File: src/rtl/pc_gen_pkg.sv
// Shared constants for the fetch-stage PC generator.
package pc_gen_pkg;

   // next-PC source select
   localparam logic [1:0] PC_SRC_BOOT = 2'd0;
   localparam logic [1:0] PC_SRC_EPC  = 2'd1;
   localparam logic [1:0] PC_SRC_TRAP = 2'd2;
   localparam logic [1:0] PC_SRC_NEXT = 2'd3;

   // controller states
   localparam logic [1:0] ST_BOOT = 2'd0;
   localparam logic [1:0] ST_RUN  = 2'd1;
   localparam logic [1:0] ST_HOLD = 2'd2;

   // class of a buffered redirect; higher value wins
   localparam logic [1:0] PRIO_NONE   = 2'd0;
   localparam logic [1:0] PRIO_BRANCH = 2'd1;
   localparam logic [1:0] PRIO_RET    = 2'd2;
   localparam logic [1:0] PRIO_TRAP   = 2'd3;

   // map a source select onto its redirect class
   function automatic logic [1:0] src_prio(input logic [1:0] src);
      logic [1:0] p;
      case (src)
         PC_SRC_TRAP: p = PRIO_TRAP;
         PC_SRC_NEXT: p = PRIO_BRANCH;
         default:     p = PRIO_RET;
      endcase
      return p;
   endfunction

endpackage

File: src/rtl/pc_gen_unit_target_sel.sv
// Combinational next-PC mux, step adder and redirect/misalignment decode.
module pc_target_sel
   import pc_gen_pkg::*;
#(
   parameter int unsigned XLEN      = 32,
   parameter logic [XLEN-1:0] BOOT_ADDR = '0,
   parameter int unsigned C_EXT     = 0
) (
   input  logic [XLEN-1:0] pc,
   input  logic [1:0]      pc_src,
   input  logic [XLEN-1:0] epc,
   input  logic [XLEN-1:0] trap_address,
   input  logic            branch_taken,
   input  logic [XLEN-2:0] iaddr,
   input  logic            instr_len2,
   output logic [XLEN-1:0] pc_plus_inc_c,
   output logic [XLEN-1:0] target_c,
   output logic            redirect_c,
   output logic            misaligned_c,
   output logic [1:0]      prio_c
);

   localparam logic [XLEN-1:0] STEP2 = XLEN'(2);
   localparam logic [XLEN-1:0] STEP4 = XLEN'(4);

   // sequential step, target select and redirect classification
   always_comb begin
      pc_plus_inc_c = pc + (((C_EXT != 0) && instr_len2) ? STEP2 : STEP4);
      redirect_c    = (pc_src != PC_SRC_NEXT) || branch_taken;
      prio_c        = src_prio(pc_src);
      case (pc_src)
         PC_SRC_BOOT: target_c = BOOT_ADDR;
         PC_SRC_EPC:  target_c = epc;
         PC_SRC_TRAP: target_c = trap_address;
         default:     target_c = branch_taken ? {iaddr, 1'b0} : pc_plus_inc_c;
      endcase
      misaligned_c  = redirect_c && (C_EXT == 0) && target_c[1];
   end

endmodule

File: src/rtl/pc_gen_unit.sv
// Registered PC generator: holds the fetch address over bus stalls and buffers one redirect.
module pc_gen_unit
   import pc_gen_pkg::*;
#(
   parameter int unsigned XLEN      = 32,
   parameter logic [XLEN-1:0] BOOT_ADDR = '0,
   parameter int unsigned C_EXT     = 0
) (
   input  logic            clk_in,
   input  logic            rst_in,
   input  logic            ahb_ready_in,
   input  logic [1:0]      pc_src_in,
   input  logic [XLEN-1:0] epc_in,
   input  logic [XLEN-1:0] trap_address_in,
   input  logic            branch_taken_in,
   input  logic [XLEN-2:0] iaddr_in,
   input  logic            instr_len2_in,
   output logic [XLEN-1:0] pc_out,
   output logic [XLEN-1:0] pc_plus_inc_out,
   output logic [XLEN-1:0] iaddr_out,
   output logic            fetch_valid_out,
   output logic            misaligned_instr_logic_out,
   output logic            redirect_pending_out
);

   logic [1:0]      state_q, state_d;
   logic [XLEN-1:0] pc_q, pc_d;
   logic [XLEN-1:0] iaddr_q, iaddr_d;
   logic [XLEN-1:0] pend_q, pend_d;
   logic [1:0]      prio_q, prio_d;
   logic            valid_q, valid_d;
   logic            mis_q, mis_d;
   logic            pending_q, pending_d;

   logic [XLEN-1:0] target_c;
   logic            redirect_c;
   logic            misaligned_c;
   logic [1:0]      prio_c;
   logic [XLEN-1:0] apply_addr;
   logic            apply_bad;

   pc_target_sel #(
      .XLEN      (XLEN),
      .BOOT_ADDR (BOOT_ADDR),
      .C_EXT     (C_EXT)
   ) u_target_sel (
      .pc            (pc_q),
      .pc_src        (pc_src_in),
      .epc           (epc_in),
      .trap_address  (trap_address_in),
      .branch_taken  (branch_taken_in),
      .iaddr         (iaddr_in),
      .instr_len2    (instr_len2_in),
      .pc_plus_inc_c (pc_plus_inc_out),
      .target_c      (target_c),
      .redirect_c    (redirect_c),
      .misaligned_c  (misaligned_c),
      .prio_c        (prio_c)
   );

   // next-state and next-register computation
   always_comb begin
      state_d    = state_q;
      pc_d       = pc_q;
      iaddr_d    = iaddr_q;
      pend_d     = pend_q;
      prio_d     = prio_q;
      valid_d    = valid_q;
      mis_d      = 1'b0;
      pending_d  = pending_q;
      apply_addr = redirect_c ? target_c : pend_q;
      apply_bad  = redirect_c ? misaligned_c : ((C_EXT == 0) && pend_q[1]);
      case (state_q)
         ST_BOOT: begin
            valid_d = 1'b1;
            state_d = ST_RUN;
         end
         ST_RUN: begin
            if (ahb_ready_in) begin
               if (misaligned_c) begin
                  mis_d = 1'b1;
               end else begin
                  pc_d    = target_c;
                  iaddr_d = target_c;
               end
            end else if (redirect_c) begin
               pend_d    = target_c;
               prio_d    = prio_c;
               pending_d = 1'b1;
               state_d   = ST_HOLD;
            end
         end
         ST_HOLD: begin
            if (ahb_ready_in) begin
               if (apply_bad) begin
                  mis_d = 1'b1;
               end else begin
                  pc_d    = apply_addr;
                  iaddr_d = apply_addr;
               end
               pending_d = 1'b0;
               prio_d    = PRIO_NONE;
               state_d   = ST_RUN;
            end else if (redirect_c &&
                         ((pc_src_in == PC_SRC_TRAP) || (prio_q == PRIO_BRANCH))) begin
               pend_d = target_c;
               prio_d = prio_c;
            end
         end
         default: begin
            state_d = ST_BOOT;
         end
      endcase
   end

   // state and output registers
   always_ff @(posedge clk_in) begin
      if (rst_in) begin
         state_q   <= ST_BOOT;
         pc_q      <= BOOT_ADDR;
         iaddr_q   <= BOOT_ADDR;
         pend_q    <= BOOT_ADDR;
         prio_q    <= PRIO_NONE;
         valid_q   <= 1'b0;
         mis_q     <= 1'b0;
         pending_q <= 1'b0;
      end else begin
         state_q   <= state_d;
         pc_q      <= pc_d;
         iaddr_q   <= iaddr_d;
         pend_q    <= pend_d;
         prio_q    <= prio_d;
         valid_q   <= valid_d;
         mis_q     <= mis_d;
         pending_q <= pending_d;
      end
   end

   assign pc_out                     = pc_q;
   assign iaddr_out                  = iaddr_q;
   assign fetch_valid_out            = valid_q;
   assign misaligned_instr_logic_out = mis_q;
   assign redirect_pending_out       = pending_q;

endmodule

File: config.mk
export PLATFORM = sky130hd
export DESIGN_NAME = pc_gen_unit
export DESIGN_NICKNAME = d
export VERILOG_FILES = /design/src/rtl/pc_gen_pkg.sv /design/src/rtl/pc_gen_unit_target_sel.sv /design/src/rtl/pc_gen_unit.sv
export SDC_FILE = /design/constraint.sdc
export NUM_CORES = 1
export LEC_CHECK = 0
export BUFFER_PORTS_ARGS = -buffer_cell sky130_fd_sc_hd__buf_2
export CAP_MARGIN = 20
export CORE_MARGIN = 1
export CORE_UTILIZATION = 30
export DETAILED_ROUTE_END_ITERATION = 12
export PLACE_DENSITY_LB_ADDON = 0.3
export RECOVER_POWER = 25
export SYNTH_ARGS = -nofsm -noshare
export SYNTH_HDL_FRONTEND = slang
export SYNTH_HIERARCHICAL = 1
export SYNTH_SLANG_ARGS = --single-unit
File: constraint.sdc
create_clock -name clk_in -period 2.3 [get_ports clk_in]
set_clock_uncertainty 0.1 [all_clocks]
set_input_delay 0.345 -clock clk_in [delete_from_list [all_inputs] [get_ports clk_in]]
set_output_delay 0.345 -clock clk_in [all_outputs]
set_load 0.01 [all_outputs]
==> results of run 1 <==
==> power breakdown <==
group	switching (uW)	total, uW	internal (uW)
clock	578	1420	846
combinational	1390	2560	1170
sequential	162	1650	1490
total	2130	5630	3510
==> timing repair <==
action	4_1_cts	5_1_grt
endpoints found under the setup margin	15	21
resized for setup	24	39
gates cloned	0	1
pin swaps	10	20
setup buffers	5	8
==> critical path, delay by kind of cell (launching register included) <==
family,cells,cell delay (ns)
simple gates,3,0.76
flops,1,0.36
buf+inv,3,0.30
xor+xnor,1,0.16
==> per-layer routing <==
metal	share of wire, %	wire length, um	up-vias	global-route usage [%]
li1	-	-	2613	-
met1	46	7790	2425	22.5
met2	47	8020	129	30.5
met3	4.8	815	21	3.93
met4	1.6	272	0	4.87
met5	0	0	-	0
==> area by class of cell <==
| cell class | instances | area, um^2 |
|---|---|---|
| clock buffers | 10 | 229 |
| clock inverters | 6 | 70.1 |
| fillers | 1784 | 9980 |
| inverters | 48 | 180 |
| multi-input cells | 452 | 3430 |
| flip-flops and latches | 71 | 1430 |
| well taps | 225 | 282 |
| repair buffers | 278 | 1700 |
==> logic make-up after synthesis <==
logic type	share of synthesized area [%]
XOR/XNOR	4.61
adder cells (fa/ha/maj)	1.18
multiplexers	13.4
AO/OA/AOI/OAI	18.4
flip-flops	26.7
buffers and inverters	12.9
AND/OR/NAND/NOR	22.8
==> cells in the mapped netlist (2+ instances only) <==
cell	n
a211oi_1	6
and4_1	5
nand2_1	44
a22o_1	6
ha_1	5
nor3_1	9
nand4_1	7
buf_2	9
nor2_2	11
o211ai_1	2
mux2i_1	71
nor4_2	2
or3_1	2
o21ai_1	4
a211oi_2	28
a22oi_1	27
dfxtp_1	71
nor2_1	39
xor2_1	8
buf_4	42
and3_1	5
clkbuf_1	24
buf_6	3
inv_1	48
nand3_1	8
or2_2	2
nor2b_1	3
nand2b_1	72
o21ai_0	45
a21oi_1	7
xnor2_1	20
==> registers in the layout, summed over array words and instances, names as in the netlist <==
name / count
fetch_valid_out: 1
iaddr_out: 32
misaligned_instr_logic_out: 1
pend_q: 32
prio_q: 2
redirect_pending_out: 1
state_q: 2
==> per-stage QoR <==
step / instance area [um^2] / util (%) / hold WS (ns)
CTS: 7130 / 41.2 / 0.183
global placement: 6710 / 38.8 / 0.359
finish: 7320 / 42.3 / 0.191
floorplan: 5340 / - / 0.340
detailed placement: 6710 / 38.8 / 0.362
global route: 7320 / 42.3 / 0.209
==> how the worst max path moves through the flow <==
stage,startpoint,cells past startpoint,slack (ns),endpoint
floorplan,pc_src_in[0],12,0.006,iaddr_out[6]
global placement,branch_taken_in,12,-0.000009,iaddr_out[23]
detailed placement,branch_taken_in,12,-0.03,iaddr_out[24]
CTS,iaddr_out[3],9,-0.07,pc_plus_inc_out[20]
global route,iaddr_out[3],7,-0.12,pc_plus_inc_out[23]
finish,iaddr_out[3],7,-0.06,pc_plus_inc_out[23]
==> metrics, run 1 <==
status=finished with violations; failing checks=negative setup slack; ys flop type=dfxtp_1; f_max=423 MHz; crit path kind=reg2out; # DRC=0; drt first pass iters=4; Hold Startpoint=ahb_ready_in; commonest non-fill, non-tap cell in the layout=buf_2; Die X-Extent=135 um; worst slack, placed=-0.0284 ns; Pwr Total=5630 uW; GPL Wtd Cong=0.783; Clock transition at path regs=0.06 ns; DRT Wirelength=16900 um; initial antenna violation count=0; Reg2Reg Depth=9; Yosys cell types=47; Tcrit/Tclk final=103%; Avg Cell Area, Syn=8.17 um^2; sequential cell area fraction in the yosys report=26.7%; Period minus WS final=2.36 ns; final setup margin=-0.0632 ns; vias in the first global route=4749; highest-count cells in the layout ignoring fill and taps=buf_2 (170), nand2b_1 (71), mux2i_1 (71); full die area=0.0183 mm^2; Net count, final=967; antenna-violating nets left=0; Hold Crit Endpoint=misaligned_instr_logic_out; Setup Viol. Count Final=2; RSZ-0062 raised after global routing=true; drt via density=4.76; clock sink count=71; Pleak=0.00362 uW; GRT Resource Usage Total=17.9%; cells after synthesis=651; Setup TNS=-0.0711 ns; DR iter-0 viols=219; CP Capture Type=output pin; Max Slew Vio Count=0; Worst R2R Start=iaddr_out[3]; dpl hpwl=12400 um; FF-to-FF End=iaddr_out[23]; slowest CP cell=or3_4; Non-Filler Instances=1090; number of buffers created by CTS=9; Synth Net Count=758; Worst EP required=1.86 ns; post-placement cell count=1060; TritonCTS clock tree=built; FF-to-FF setup slack=0.05 ns; Hold Path Stages=3; wire per inst=15.5 um; share of cells above drive strength 1=40.5%; largest net degree at the start of global routing=59; MaxCap Viol Count=0; Slew headroom=66.6%; grt ovf=0; core area=0.0173 mm^2; Yosys reg bits=71; slowest stage delay, CP=0.37 ns; Synth top area share=26.7%; Syn Std Cell Area=0.00532 mm^2; # IOs=201; Area Overhead vs Synth=37.6%; Inserted Diodes=0; area leader, netlist=dfxtp_1; EDFF count, synth=0; VDD IR-drop max=0.494 mV; clk buf depth=2; PwrDens=770 mW/mm^2; final hold viol count=0; number of port buffers=199; HP Class=in2reg; effective utilization at floorplan=30.7%; Synth area leaders=dfxtp_1 (27%), mux2i_1 (13%), nand2b_1 (8.5%); Ys Warns=6; Worst EP arrival=1.92 ns; DR vias=5188; crit-path cells=buf_6, and4_4, nand4_4, or3_4, xor2_2, inv_1, buf_6; Clk Latency, worst-skew pair=0.34 ns; first-pass GRT wire length=25100 um; Async S/R FF share, synth=0%; CP most frequent cell=buf_6; Slew @ Worst Pin=0.502 ns; # rows=48; Vert. Die Dim=135 um; clock root buffer=clkbuf_16; cts hold-fix bufs=0; H-tree lvl count=3; startpoint types=flip-flop; crit path max fanout=4
No activity file was read; power rests on OpenSTA's default activity.
==> run 2: changes to the inputs <==
--- a/config.mk
+++ b/config.mk
@@ -5,12 +5,13 @@
 export SDC_FILE = /design/constraint.sdc
 export NUM_CORES = 1
 export LEC_CHECK = 0
+export ABC_AREA = 1
 export BUFFER_PORTS_ARGS = -buffer_cell sky130_fd_sc_hd__buf_2
 export CAP_MARGIN = 20
 export CORE_MARGIN = 1
 export CORE_UTILIZATION = 30
+export CTS_BUF_LIST = sky130_fd_sc_hd__clkbuf_4 sky130_fd_sc_hd__clkbuf_8
 export DETAILED_ROUTE_END_ITERATION = 12
-export PLACE_DENSITY_LB_ADDON = 0.3
 export RECOVER_POWER = 25
 export SYNTH_ARGS = -nofsm -noshare
 export SYNTH_HDL_FRONTEND = slang
==> metrics, run 2 <==
Async S/R FF share, synth=0%; CP Capture Type=output pin; DRT Wirelength=21600 um; highest-count cells in the layout ignoring fill and taps=nand2_1 (381), nor2_1 (212), buf_2 (194); M1 wire length=10300 um; FF-to-FF setup slack=0.12 ns; Hold Startpoint=rst_in; Yosys reg bits=71; Synth area leaders=nand2_1 (23%), dfxtp_1 (23%), nor2_1 (13%); clock root buffer=clkbuf_8; VDD IR-drop max=0.516 mV; crit path max fanout=4; post-placement cell count=1579; cts hold-fix bufs=0; Period minus WS final=2.25 ns; Non-Filler Instances=1598; Max Slew Vio Count=0; Clock transition at path regs=0.08 ns; multiplexer area fraction after synthesis=0%; MaxCap Viol Count=0; EDFF count, synth=0; number of buffers created by CTS=9; final hold viol count=0; core area=0.0204 mm^2; Syn Std Cell Area=0.00627 mm^2; Ys Warns=6; Slew headroom=64.1%; Die X-Extent=147 um; DR iter-0 viols=439; clk buf depth=2; Avg Cell Area, Syn=5.51 um^2; Worst EP required=1.86 ns; share of cells above drive strength 1=26.4%; Vert. Die Dim=147 um; area leader, netlist=nand2_1; met2 WL=9940 um; # IOs=201; vias in the first global route=6470; crit path kind=reg2out; GRT Resource Usage Total=20.2%; area share of fa/ha/maj cells after synthesis=0.997%; wire per inst=13.5 um; Synth top area share=23.2%; Yosys cell types=31; f_max=445 MHz; Clk Latency, worst-skew pair=0.37 ns; # rows=52; # DRC=0; RSZ-0062 raised after global routing=true; uppermost layer routed=met4; Fin Hold WS=0.0877 ns; Post-synth top cells=nand2_1 (388), nor2_1 (218), inv_1 (121); sequential cell area fraction in the yosys report=22.7%; Post-Synth XOR/XNOR Area=0.977%; compound-cell area share of the yosys netlist=14.5%; Met3 Wirelength=987 um; Synth Net Count=1246; Hold Crit Endpoint=fetch_valid_out; status=finished, final reports clean; cell with the most instances after synthesis=nand2_1; HP Class=in2reg; antenna-violating nets left=0; initial antenna violation count=0; cells after synthesis=1139; dpl hpwl=16600 um; Slew @ Worst Pin=0.538 ns; FF-to-FF End=iaddr_out[28]; effective utilization at floorplan=30.8%; largest net degree at the start of global routing=47; ys flop type=dfxtp_1; Inserted Diodes=0; Worst EP arrival=1.80 ns; PwrDens=994 mW/mm^2; full die area=0.0215 mm^2; grt ovf=0; commonest non-fill, non-tap cell in the layout=nand2_1; Area Overhead vs Synth=27.8%; Hold Path Stages=2; Setup Viol. Count Final=0; GPL Wtd Cong=0.877; first-pass GRT wire length=34100 um; number of port buffers=199; Pleak=0.00426 uW; Reg2Reg Depth=14; TritonCTS clock tree=built; drt first pass iters=5; startpoint types=flip-flop; DR vias=7222; H-tree lvl count=3; drt via density=4.52; Net count, final=1431; Simple-Gate Fraction of Synth Area=45.3%; main combinational cell family by area after synthesis=simple AND/OR/NAND/NOR gates; Tcrit/Tclk final=97.8%; clock sink count=71; Worst R2R Start=iaddr_out[2]
run 2: changes by cell type in the layout (fill, tap and decap cells not counted), sizes merged, moves of 17 or more:
cell	before	now
clkbuf	43	19
inv	49	125
nor2	50	237
mux2i	71	0
nand2b	72	0
nand2	44	398
o21ai	49	122
a22oi	27	0
xnor2	20	3
nand3	9	41
a211oi	34	0
run 2: worst max-delay path, stage by stage, from the launching register on:
cell and delay [ns]:
dfxtp_4 0.37, buf_4 0.13, nand2_2 0.07, nor2_4 0.14
buf_6 0.11, nand2_1 0.07, nor2_4 0.15, nand2_1 0.08
nand2_2 0.07, nand2_1 0.09, buf_2 0.15
run 2: worst max path at each step:
stage                 start  depth (start not counted)  slack (ns)             endpoint
2_1_floorplan  iaddr_out[2]                         11        0.19           pend_q[10]
3_3_place_gp   iaddr_out[3]                         13        0.03        iaddr_out[23]
6_report       iaddr_out[3]                         10        0.05  pc_plus_inc_out[31]
3_5_place_dp   iaddr_out[3]                         13        0.01        iaddr_out[23]
5_1_grt        iaddr_out[2]                         10       -0.06  pc_plus_inc_out[30]
4_1_cts        iaddr_out[2]                         13     -0.0007        iaddr_out[23]
run 2: area by class of cell:
type	instances	area [um^2]
fill	2244	12300
multi-input combinational	853	3980
timing repair buffer	264	1610
sequential	71	1440
inverter	125	469
tap	270	338
clock buffer	15	188
run 2: cell families after synthesis:
group | Yosys count
fa+ha+maj | 5
simple gates | 683
xor+xnor | 7
buf+inv | 215
compound gates | 158
flops | 71
run 2: report_power, final:
group	internal [uW]	switching, uW
clock network	512	493
logic	1910	3050
registers	1670	327
total	4100	3870
run 2: routing by layer:
layer  vias up  GRT usage [%]
met2       181           33.0
li1       3822              -
met5         -              0
met1      3194           28.0
met4         0           6.30
met3        25           1.91
run 2: metrics by stage:
stage	util [%]	setup TNS (ns)	power, uW	cell area [um^2]	worst slack, ns
after floorplan	-	0	5370	6270	0.191
after global placement	37.7	0	6810	7670	0.0267
after detailed placement	37.7	0	6870	7670	0.0131
after CTS	38.8	-0.000707	7930	7910	-0.000707
after global routing	39.4	-0.193	8800	8020	-0.0576
final	39.4	0	7970	8020	0.0507
run 2: what timing repair did:
item	4_1_cts	5_1_grt
buffers inserted	1	3
pin swaps	3	18
setup endpoints to repair	8	60
hold endpoints to repair	0	0
gates cloned	0	0
resized for setup	10	49
==> run 3: changes to the inputs <==
--- a/config.mk
+++ b/config.mk
@@ -6,12 +6,12 @@
 export NUM_CORES = 1
 export LEC_CHECK = 0
 export ABC_AREA = 1
-export BUFFER_PORTS_ARGS = -buffer_cell sky130_fd_sc_hd__buf_2
 export CAP_MARGIN = 20
 export CORE_MARGIN = 1
-export CORE_UTILIZATION = 30
+export CORE_UTILIZATION = 45
 export CTS_BUF_LIST = sky130_fd_sc_hd__clkbuf_4 sky130_fd_sc_hd__clkbuf_8
 export DETAILED_ROUTE_END_ITERATION = 12
+export DONT_BUFFER_PORTS = 1
 export RECOVER_POWER = 25
 export SYNTH_ARGS = -nofsm -noshare
 export SYNTH_HDL_FRONTEND = slang
==> metrics, run 3 (same netlist as run 2, synthesis figures left out) <==
status=finished, final reports clean; clk buf depth=2; Max Slew Vio Count=0; FF-to-FF setup slack=0.11 ns; Post-Place Cell Area=0.00673 mm^2; largest net degree at the start of global routing=65; crit-path cells=ha_2, nand2_2, nor2_8, nand2_8, nor2_4, nand2_1, nand2_2, buf_4; dpl hpwl=14200 um; RSZ-0062 raised after global routing=true; GPL Wtd Cong=0.876; crit path kind=reg2out; Inserted Diodes=0; share of cells above drive strength 1=15.0%; highest-count cells in the layout ignoring fill and taps=nand2_1 (380), nor2_1 (214), inv_1 (121); commonest non-fill, non-tap cell in the layout=nand2_1; Clk Latency, worst-skew pair=0.36 ns; Slew @ Worst Pin=0.675 ns; CP Capture Type=output pin; slowest CP cell=dfxtp_2; number of port buffers=0; vias in the first global route=5612; grt ovf=0; Worst Path Buf+Inv=1; Die X-Extent=120 um; clock sink count=71; MaxCap Viol Count=0; f_max=438 MHz; Clock transition at path regs=0.08 ns; Pleak=0.00347 uW; H-tree lvl count=3; slowest stage delay, CP=0.37 ns; Net count, final=1258; Tcrit/Tclk final=99.2%; effective utilization at floorplan=46.8%; # IOs=201; # rows=42; # DRC=0; family with the most delay on the worst path=simple AND/OR/NAND/NOR gates; post-route core utilization=52.6%; Fin Hold WS=0.0344 ns; HP Class=in2reg; clock root buffer=clkbuf_8; drt via density=4.98; DRT Wirelength=19200 um; DR vias=6639; final hold viol count=0; number of buffers created by CTS=9; antenna-violating nets left=0; TritonCTS clock tree=built; crit path max fanout=6; VDD IR-drop max=1.15 mV; Pwr Total=7530 uW; Worst EP required=1.86 ns; Worst EP arrival=1.84 ns; startpoint types=flip-flop; PwrDens=1070 mW/mm^2; core area=0.0134 mm^2; Vert. Die Dim=120 um; DR iter-0 viols=521; Slew headroom=55.0%; initial antenna violation count=2; drt first pass iters=5; wire per inst=14.4 um; full die area=0.0144 mm^2; Period minus WS final=2.28 ns; cell area after layout=0.00705 mm^2; first-pass GRT wire length=29800 um; Setup Viol. Count Final=0; Area Overhead vs Synth=12.4%; CP most frequent cell=nand2_2; GRT Resource Usage Total=26.6%
run 3: final timing paths:
kind                startpoint                    to  cells after the start
setup / recovery  iaddr_out[2]   pc_plus_inc_out[14]                      8
hold / removal          rst_in  redirect_pending_out                      3
setup reg to reg  iaddr_out[2]         iaddr_out[26]                     14
hold reg to reg      prio_q[0]             prio_q[0]                      2
run 3: metrics by stage:
stage          setup TNS [ns]  cells  worst slack, ns
2_1_floorplan               0   1139            0.191
3_5_place_dp                0   1312           0.0113
4_1_cts                     0   1330          0.00645
6_report                    0   1332           0.0185
5_1_grt                -0.165   1332          -0.0413
3_3_place_gp                0   1312           0.0455
run 3: layer usage:
| layer | GRT usage [%] | vias up | share of wire [%] | routed length, um |
|---|---|---|---|---|
| met5 | 0 | - | 0.17 | 32 |
| met4 | 7.34 | 4 | 1.2 | 235 |
| met3 | 3.80 | 21 | 6.1 | 1170 |
| met2 | 40.9 | 200 | 44 | 8460 |
| met1 | 38.3 | 2927 | 48 | 9260 |
| li1 | - | 3487 | - | - |
run 3: worst min-delay path: stages:
cell and delay [ns]:
a21oi_1 0.02, o21ai_0 0.06, inv_1 0.04
run 3: final cells by class:
type	count	area, um^2
fill	1490	6350
multi-input combinational	853	3980
sequential	71	1430
timing repair buffer	91	759
inverter	125	469
tap	176	220
clock buffer	13	179
clock inverter	3	15.0
run 3: timing repair:
action	CTS	global route
hold buffers	1	0
endpoints found under the hold margin	1	0
pin swaps	1	11
endpoints found under the setup margin	5	58
resized for setup	4	50
setup buffers	1	2
run 3: where the power goes:
group | total, uW | switching, uW | internal, uW
clock network | 994 | 490 | 505
registers | 1970 | 305 | 1670
logic | 4560 | 2930 | 1630
